`src/rtl/onehot_regfile.sv`:
```
// Register bank written through one-hot strobes from an upstream decoder.
// Two registered read ports with write-first forwarding; multi-hot strobes are rejected and counted.
module onehot_regfile #(
    parameter int unsigned SEL_WIDTH  = 3,
    // Fixed at 2**SEL_WIDTH so that every read address is in range
    parameter int unsigned NUM_REGS   = 2 ** SEL_WIDTH,
    parameter int unsigned DATA_WIDTH = 16
) (
    input  logic                  clk,
    input  logic                  rst,
    input  logic [NUM_REGS-1:0]   we_onehot,
    input  logic [DATA_WIDTH-1:0] wr_data,
    input  logic                  rd_en,
    input  logic [SEL_WIDTH-1:0]  rd_addr_a,
    input  logic [SEL_WIDTH-1:0]  rd_addr_b,
    output logic [DATA_WIDTH-1:0] rd_data_a,
    output logic [DATA_WIDTH-1:0] rd_data_b,
    output logic                  rd_valid,
    output logic                  err_multi,
    output logic [7:0]            err_cnt
);

    logic [DATA_WIDTH-1:0] regs_q [NUM_REGS];
    logic [DATA_WIDTH-1:0] regs_d [NUM_REGS];

    logic [DATA_WIDTH-1:0] rd_data_a_q, rd_data_a_d;
    logic [DATA_WIDTH-1:0] rd_data_b_q, rd_data_b_d;
    logic                  rd_valid_q, rd_valid_d;
    logic                  err_multi_q, err_multi_d;
    logic [7:0]            err_cnt_q, err_cnt_d;

    logic [NUM_REGS-1:0]   strobe_low_cleared;
    logic                  strobe_any;
    logic                  strobe_multi;
    logic                  wr_legal;
    logic                  fwd_a;
    logic                  fwd_b;

    // Clearing the lowest set bit leaves something behind only for two or more set bits
    assign strobe_low_cleared = we_onehot & (we_onehot - NUM_REGS'(1));
    assign strobe_any         = |we_onehot;
    assign strobe_multi       = |strobe_low_cleared;
    assign wr_legal           = strobe_any & ~strobe_multi;

    assign fwd_a = wr_legal & we_onehot[rd_addr_a];
    assign fwd_b = wr_legal & we_onehot[rd_addr_b];

    always_comb begin
        for (int i = 0; i < NUM_REGS; i++) begin
            regs_d[i] = regs_q[i];
            if (wr_legal && we_onehot[i]) begin
                regs_d[i] = wr_data;
            end
        end
    end

    always_comb begin
        rd_data_a_d = rd_data_a_q;
        rd_data_b_d = rd_data_b_q;
        rd_valid_d  = rd_en;
        if (rd_en) begin
            rd_data_a_d = fwd_a ? wr_data : regs_q[rd_addr_a];
            rd_data_b_d = fwd_b ? wr_data : regs_q[rd_addr_b];
        end
    end

    always_comb begin
        err_multi_d = err_multi_q | strobe_multi;
        err_cnt_d   = err_cnt_q;
        if (strobe_multi && (err_cnt_q != 8'hFF)) begin
            err_cnt_d = err_cnt_q + 8'd1;
        end
    end

    always_ff @(posedge clk) begin
        if (rst) begin
            for (int i = 0; i < NUM_REGS; i++) begin
                regs_q[i] <= '0;
            end
            rd_data_a_q <= '0;
            rd_data_b_q <= '0;
            rd_valid_q  <= 1'b0;
            err_multi_q <= 1'b0;
            err_cnt_q   <= 8'd0;
        end else begin
            for (int i = 0; i < NUM_REGS; i++) begin
                regs_q[i] <= regs_d[i];
            end
            rd_data_a_q <= rd_data_a_d;
            rd_data_b_q <= rd_data_b_d;
            rd_valid_q  <= rd_valid_d;
            err_multi_q <= err_multi_d;
            err_cnt_q   <= err_cnt_d;
        end
    end

    assign rd_data_a = rd_data_a_q;
    assign rd_data_b = rd_data_b_q;
    assign rd_valid  = rd_valid_q;
    assign err_multi = err_multi_q;
    assign err_cnt   = err_cnt_q;

endmodule

```
`config.mk`:
```
export PLATFORM = sky130hd
export DESIGN_NAME = onehot_regfile
export DESIGN_NICKNAME = d
export VERILOG_FILES = /design/src/rtl/onehot_regfile.sv
export SDC_FILE = /design/constraint.sdc
export NUM_CORES = 1
export LEC_CHECK = 0
export ABC_AREA = 0
export BUFFER_PORTS_ARGS = -buffer_cell sky130_fd_sc_hd__buf_4
export CAP_MARGIN = 25
export CORE_MARGIN = 5
export CORE_UTILIZATION = 49
export CTS_CLUSTER_SIZE = 28
export DETAILED_ROUTE_END_ITERATION = 8
export PLACE_DENSITY = 0.74
export SKIP_CTS_REPAIR_TIMING = 1
export SLEW_MARGIN = 30
export SYNTH_ARGS = -nofsm -noshare
export SYNTH_HDL_FRONTEND = slang
export SYNTH_SLANG_ARGS = --single-unit
export TNS_END_PERCENT = 1
```
`constraint.sdc`:
```
create_clock -name clk -period 2.6 [get_ports clk]
set_clock_uncertainty 0.05 [all_clocks]
set_input_delay 0.13 -clock clk [delete_from_list [all_inputs] [get_ports clk]]
set_output_delay 0.13 -clock clk [all_outputs]
set_load 0.005 [all_outputs]
```
==> results of run 1 <==
## final timing paths
check	end	cells after the start	from
worst max-delay path	err_cnt[5]$_SDFFE_PP0P_	6	err_cnt[0]$_SDFFE_PP0P_
worst min-delay path	rd_data_b[14]$_SDFFE_PP0P_	3	wr_data[14]
worst min register to register	err_multi$_SDFF_PP0_	2	err_multi$_SDFF_PP0_
worst max register to register	err_cnt[5]$_SDFFE_PP0P_	6	err_cnt[0]$_SDFFE_PP0P_
## registers in the layout, indices dropped and copies added, names as in the netlist
| register | count |
|---|---|
| err_multi | 1 |
| rd_valid | 1 |
| rd_data_b | 16 |
| regs_q | 128 |
| rd_data_a | 16 |
| err_cnt | 8 |
## layout make-up
class,instances,area share
Sequential cell,170,0.4667
Multi-Input combinational cell,389,0.3477
Timing Repair Buffer,106,0.08327
Clock buffer,18,0.04276
Tap cell,225,0.02805
Clock inverter,14,0.02331
Inverter,22,0.008227
## where the power goes
| group | switching (mW) | leakage, nW | internal (mW) |
|---|---|---|---|
| clock network | 1.12 | 0.324 | 1.74 |
| registers | 0.101 | 1.57 | 3.10 |
| logic | 0.420 | 1.82 | 0.404 |
## placed cells by master (no fill, tap or decap), drive strengths merged, types with 2 or more instances in the layout
master,netlist,routed
a21oi,7,7
mux4,68,68
edfxtp,128,128
clkbuf,33,18
nor2,104,104
or4,3,3
buf,20,105
o311ai,18,18
a2111oi,2,2
o2111ai,2,2
a221o,15,15
nand2,50,50
mux2,5,5
mux2i,32,32
a211oi,2,2
bufinv,0,5
nand4,2,2
o21ai,5,5
inv,21,27
nand3,23,23
nor2b,2,2
and2,16,16
o31ai,3,3
clkinv,1,4
nor3,17,17
dfxtp,42,42
nor4,3,3
## critical path, stage by stage, from the launching register on
cell	delay [ns]
dfxtp_1	0.37
ha_1	0.26
nand2_1	0.11
nor2_1	0.06
and3_1	0.28
nor4_1	0.33
mux2_2	0.37
## through the flow
step	setup slack (ns)	cells	total power [mW]
finish	0.6584	944	6.873
global route	0.5461	944	7.091
CTS	0.6922	943	6.884
detailed placement	0.5382	911	4.068
global placement	0.6218	911	4.025
floorplan	0.3036	634	3.733
## per-layer routing
metal / part of all wire / global-route usage / up-vias
li1: - / - / 2584
met2: 0.51 / 0.3859 / 324
met3: 0.095 / 0.05359 / 46
met5: 0 / 0 / -
met1: 0.37 / 0.2836 / 2969
met4: 0.024 / 0.08586 / 0
## kinds of logic (layout without fill, tap and decap cells)
| logic type | count (synthesis) | after routing | share of synthesized area |
|---|---|---|---|
| fa+ha+maj | 1 | 1 | 0.001473 |
| buf+inv | 75 | 160 | 0.03874 |
| xor+xnor | 1 | 1 | 0.001031 |
| compound gates | 59 | 59 | 0.06717 |
| flops | 170 | 170 | 0.5515 |
| simple gates | 223 | 223 | 0.1155 |
| mux | 105 | 105 | 0.2246 |
==> impl_metrics.ini, run 1 <==
[synthesis]
synth-seq-cells = 170
synth_ff_type = edfxtp_1
syn-instance-count = 634
syn_area_per_cell_um2 = 13.40
yosysSeqAreaShare = 0.5515
synth_nets = 668
synth_top_area_share = 0.4525
ys_top_cells_by_count = edfxtp_1 (128), nor2_1 (104), mux4_2 (68)
synthArstFlopShare = 0
yosysWarnings = 0
synthesis.area_um2 = 8494
ys_types = 44
synth_top_area_cell = edfxtp_1
synth_most_common_cell = edfxtp_1
synth_edf_count = 128
ys_top_cells_by_area = edfxtp_1 (45%), mux4_2 (18%), dfxtp_1 (9.9%), nor2_1 (4.6%), mux2i_1 (3.8%)

[floorplan]
die_area_um2 = 20070
ios = 75
core_area_um2 = 17180
die_y_um = 141.7
rows = 48
initial_core_util = 0.4945
die_x_um = 141.7

[layout]
layout-area-overhead-vs-synth_pct = 18.16
n_antenna_cell = 0
multi_input_area_um2 = 3490
finish.utilization = 0.5844
drive_gt1_frac = 0.3171
layout.nets = 740
final.fill_count = 1334
regArea_um2 = 4684
design_area_um2 = 10040

[sta]
tns_ns = 0
worstMarginPinSlew_ns = 0.5986
hold_ws_ns = -0.02613
fmax_mhz = 515.1
timing.final.max_slew_violations = 0
slew_headroom = 0.6009
fin_crit_sh = 0.7468
setup_violations = 0
rsz0062_at_grt = no
finalHoldViolCount = 1
fin_crit_ns = 1.942

[global_route]
antenna_found_initial = 0
grt_max_degree = 34
grt_overflow = 0
grt_pass1_vias = 6108
grt_pass1_wl_um = 34280
grtUsageTotal = 0.2271

[run]
maxCapViolations = 0

[route]
first_iter_violations = 570
vias = 5923
drc = 0
wl_um = 22150
via_per_inst = 6.274
wire_per_inst_um = 23.46
first_pass_iters = 5
drtAntennaViolNets = 0

[critical_path]
path_class = reg -> reg
path_max_fanout = 11
cp.required_ns = 2.87
r2r_slack_ns = 0.66
end_kind = flip-flop
setup.worst_path.start_class = flip-flop
crit_arrival_ns = 2.21

[place]
port-buffer-count = 74
place_congestion = 0.8461
post_dp_cell_area_um2 = 9364
dpl.hpwl_um = 15200

[cts]
clock-root-buffer = clkbuf_16
clock_path_buffers = 2
cts_tree = built
cts.sinks = 170
cts_made_buffers = 17
insertion_delay_ns = 0.43
htreeDepth = 4
path_clk_slew_ns = 0.07

[power]
p_per_area_nw_per_um2 = 684.8
irDropWorstVdd_mv = 0.4053
leakagePower_nw = 3.709

[worst_hold_path]
worstHoldPathType = in -> reg

[run_status]
violations = hold timing
status = finished, violations left
Power figures use the tool's default switching activity.
==> run 2: changes to the inputs <==
PLACE_DENSITY = 0.76   (was 0.74)
clock period = 1.65 ns   (was 2.6 ns; I/O delays follow)
==> run 2 against run 1 <==
Net effect:
- the run now ends clean
- wire length grew 5.1%
- combinational power increased by 83%
- core utilization rose by 3.7 points
- highest routed layer unchanged
- die area unchanged
- first-iteration DRC count grew 21%
- hold slack improved by 0.035 ns
- clock power up 42%
- sequential power increased by 58%
==> impl_metrics.ini, run 2 (synthesis gave the netlist of run 1 again) <==
[power]
p_per_area_nw_per_um2 = 992.7
power.switching_mw = 2.554
comb_power_share = 0.143
clockPowerShare = 0.381
leakagePower_nw = 3.958
internal-power_mw = 8.047
irDropWorstVdd_mv = 0.5862
sw_frac_of_total = 0.2409
pwr-share-seq = 0.476

[global_route]
grt_max_degree = 32
grt_overflow = 0
grtUsageTotal = 0.2354
grt_pass1_wl_um = 35890
antenna_found_initial = 0
grt_pass1_vias = 6218

[layout]
layout.nets = 783
regArea_um2 = 4684
drive_gt1_frac = 0.3858
regMostFlops = regs_q
layout-area-overhead-vs-synth_pct = 25.72
finish.utilization = 0.6217
final_cells = 987
n_antenna_cell = 0
final.fill_count = 1222
largest_reg_flops = 128
multi_input_area_um2 = 3720
mostFrequentLayoutCells = buf_4 (128), edfxtp_1 (128), nor2_1 (103), mux4_2 (68), dfxtp_1 (42)

[route]
wl_um = 23280
drc = 0
drtAntennaViolNets = 0
first_iter_violations = 692
first_pass_iters = 5
vias = 6272
wire_per_inst_um = 23.59
via_per_inst = 6.355

[floorplan]
die_x_um = 141.7
ios = 75
initial_core_util = 0.4945
core_area_um2 = 17180
die_y_um = 141.7
rows = 48
die_area_um2 = 20070

[place]
dpl.hpwl_um = 16260
port-buffer-count = 74
place_congestion = 0.9205
place_inst = 948
place_ws_ns = -0.2246

[cts]
clock_path_buffers = 2
clock-root-buffer = clkbuf_16
cts.sinks = 170
path_clk_slew_ns = 0.07
cts_made_buffers = 17
htreeDepth = 4
cts_tree = built
insertion_delay_ns = 0.43

[critical_path]
path_class = reg -> reg
cp.required_ns = 1.91
setup.worst_path.start_class = flip-flop
crit_arrival_ns = 1.91
path_max_fanout = 2
end_kind = flip-flop

[run_status]
status = completed

[sta]
fmax_mhz = 606.7
finalHoldViolCount = 0
rsz0062_at_grt = yes
timing.final.max_slew_violations = 0
tns_ns = 0
worstMarginPinSlew_ns = 0.4796
fin_crit_ns = 1.648
fin_crit_sh = 0.9990
setup_violations = 0
setup_ws_ns = 0.001704
slew_headroom = 0.6799

[worst_hold_path]
worstHoldPathType = in -> reg

[run]
maxCapViolations = 0
==> run 2: metrics by stage <==
step | hold WS, ns | power [mW] | cell area [µm²]
2_1_floorplan | 0.2196 | 5.909 | 8631
3_3_place_gp | 0.3383 | 6.461 | 9882
3_5_place_dp | 0.3681 | 6.539 | 9882
4_1_cts | -0.07517 | 10.55 | 10480
5_1_grt | 0.004545 | 10.92 | 10680
6_report | 0.008470 | 10.60 | 10680
==> run 2: power groups by stage <==
stage | combinational [mW] | sequential [mW] | clock (mW)
finish | 1.51 | 5.05 | 4.04
global route | 1.60 | 5.07 | 4.25
CTS | 1.43 | 5.04 | 4.08
detailed placement | 1.41 | 5.12 | 0
global placement | 1.37 | 5.09 | 0
floorplan | 0.832 | 5.08 | 0
==> run 2: worst paths after layout <==
| check | start | end | slack [ns] | depth (start not counted) |
|---|---|---|---|---|
| worst min register to register | err_multi$_SDFF_PP0_ | err_multi$_SDFF_PP0_ | 0.40 | 2 |
| worst min-delay path | wr_data[1] | rd_data_b[1]$_SDFFE_PP0P_ | 0.008 | 3 |
| worst max-delay path | regs_q[0][11]$_SDFFCE_PN0P_ | rd_data_b[11]$_SDFFE_PP0P_ | 0.002 | 4 |
| worst max register to register | regs_q[0][11]$_SDFFCE_PN0P_ | rd_data_b[11]$_SDFFE_PP0P_ | 0.002 | 4 |
==> run 2: per-layer routing <==
layer	global-route usage	wire [µm]	up-vias	share of wire
met5	0	0	-	0
met2	0.4001	12050	414	0.52
met1	0.2960	8555	3142	0.37
li1	-	-	2664	-
met3	0.05999	2172	52	0.093
met4	0.07778	503	0	0.022
==> run 2: worst max-delay path, stage by stage (launching register included) <==
cell and delay, ns:
edfxtp_1 0.41, mux4_2 0.52, mux2i_4 0.21, nor3_2 0.07, a221o_1 0.28
==> run 2: cell type report <==
cell class,count,area share
clock buffer,17,0.03984
clock inverter,15,0.01629
inverter,22,0.007733
multi-input combinational,389,0.3483
sequential,170,0.4387
tap,225,0.02636
timing repair buffer,149,0.1228
==> run 3: changes to the inputs <==
CORE_MARGIN = default   (was 5)
CORE_UTILIZATION = 54   (was 49)
PLACE_DENSITY = 0.83   (was 0.76)
==> run 3 against run 2 <==
Net effect:
- the flow now finishes with violations (hold timing, setup timing)
- register-to-register slack worse by 0.07 ns
- final cell count is 2.3% lower
- largest power group unchanged
- critical path depth stayed put
==> impl_metrics.ini, run 3 (synthesis gave the netlist of run 1 again) <==
[layout]
final_cells = 964
design_area_um2 = 10470
layout_commonest_cell = edfxtp_1
drive_gt1_frac = 0.3692
mostFrequentLayoutCells = edfxtp_1 (128), buf_4 (120), nor2_1 (103), mux4_2 (68)
largest_reg_flops = 128
layout.nets = 774
regMostFlops = regs_q
layout-area-overhead-vs-synth_pct = 23.27
n_antenna_cell = 0

[route]
drc = 0
via_per_inst = 6.454
first_pass_iters = 5
wire_per_inst_um = 23.84
drtAntennaViolNets = 0
vias = 6222
wl_um = 22990
first_iter_violations = 857

[critical_path]
end_kind = flip-flop
r2r_start = regs_q[7][7]$_DFFE_PP_
crit_arrival_ns = 1.99
timing.rr.end = rd_data_b[7]$_SDFFE_PP0P_
r2r_cells = 4
path_max_fanout = 2
setup.worst_path.start_class = flip-flop
cp.required_ns = 1.92
path_class = reg -> reg
r2r_slack_ns = -0.06

[sta]
hold_ws_ns = -0.02181
fin_crit_sh = 1.038
fin_crit_ns = 1.713
fmax_mhz = 583.6
setup_violations = 5
timing.final.max_slew_violations = 0
finalHoldViolCount = 8
worstMarginPinSlew_ns = 0.4413
slew_headroom = 0.7054
tns_ns = -0.1518
setup_ws_ns = -0.06347
rsz0062_at_grt = yes

[global_route]
grtUsageTotal = 0.2869
use_met1 = 0.3534
grt_overflow = 0
met3_usage = 0.06281
antenna_found_initial = 0
use_met2 = 0.4902
grt_max_degree = 34
grt_pass1_vias = 6259
busiest_layer = met2
grt_pass1_wl_um = 34370

[cts]
path_clk_slew_ns = 0.06
clock_path_buffers = 2
cts_made_buffers = 17
cts.sinks = 170
cts_tree = built
insertion_delay_ns = 0.44
htreeDepth = 4
clock-root-buffer = clkbuf_16

[power]
irDropWorstVdd_mv = 0.8474
p_per_area_nw_per_um2 = 975.9
leakagePower_nw = 3.869

[place]
dpl.hpwl_um = 14870
post_dp_cell_area_um2 = 9764
place_ws_ns = -0.2378
place_congestion = 0.8730
port-buffer-count = 74
place_inst = 924

[floorplan]
die_area_um2 = 16240
core_area_um2 = 15260
die_x_um = 127.4
ios = 75
initial_core_util = 0.5567
die_y_um = 127.4
rows = 45

[run_status]
status = finished, violations left
violations = hold timing, setup timing

[worst_hold_path]
whs_endpoint = rd_data_b[9]$_SDFFE_PP0P_
hold_path_depth = 3
worstHoldPathType = in -> reg
holdCritStartpoint = wr_data[9]

[run]
maxCapViolations = 0
==> run 3: cell types whose count changed in the layout (fill, tap and decap cells not counted), moves of 2 or more <==
cell | previous run | this run
nor3_1 | 14 | 16
nor3_2 | 3 | 1
buf_4 | 128 | 120
mux2i_4 | 6 | 3
mux2i_2 | 1 | 4
bufinv_16 | 3 | 1
buf_12 | 14 | 12
clkinv_1 | 2 | 4
clkbuf_1 | 0 | 2
==> run 3: report_power, final <==
group | switching (mW) | internal (mW)
combinational | 0.722 | 0.752
sequential | 0.174 | 4.89
clock | 1.63 | 2.05
total | 2.53 | 7.69
==> run 3: routing by layer <==
metal	vias to the layer above	share of wire
met5	-	0
met4	0	0.021
met3	44	0.11
met2	403	0.52
met1	3128	0.36
li1	2647	-
==> run 3: area by class of cell <==
cell class              instances  area [µm²]
fillers                       909        4787
multi-input cells             389        3685
clock buffers                  19       432.9
flip-flops and latches        170        4684
repair buffers                140        1221
inverters                      22       82.58
clock inverters                13       101.3
well taps                     211       264.0
==> run 3: worst max-delay path, stage by stage (launching register included) <==
cell and delay, ns:
edfxtp_1 0.41, mux4_2 0.58, mux2i_4 0.24, nor3_2 0.05, a221o_1 0.27
==> run 3: worst max path at each step <==
stage                               startpoint                         end  slack, ns  cells past startpoint
CTS                    err_cnt[0]$_SDFFE_PP0P_     err_cnt[7]$_SDFFE_PP0P_      -0.11                      6
floorplan                         we_onehot[3]      regs_q[7][0]$_DFFE_PP_      -0.15                      6
global placement                  we_onehot[3]     regs_q[7][11]$_DFFE_PP_      -0.16                      5
global route        regs_q[2][0]$_SDFFCE_PN0P_   rd_data_b[0]$_SDFFE_PP0P_      -0.09                      4
finish                  regs_q[7][7]$_DFFE_PP_   rd_data_b[7]$_SDFFE_PP0P_      -0.06                      4
detailed placement                we_onehot[2]  rd_data_b[12]$_SDFFE_PP0P_      -0.24                      7
==> run 3: per-stage QoR <==
stage | total power, mW | utilization
floorplan | 5.909 | -
global placement | 6.417 | 0.6399
detailed placement | 6.491 | 0.6399
CTS | 10.11 | 0.6749
global route | 10.47 | 0.6863
finish | 10.22 | 0.6863
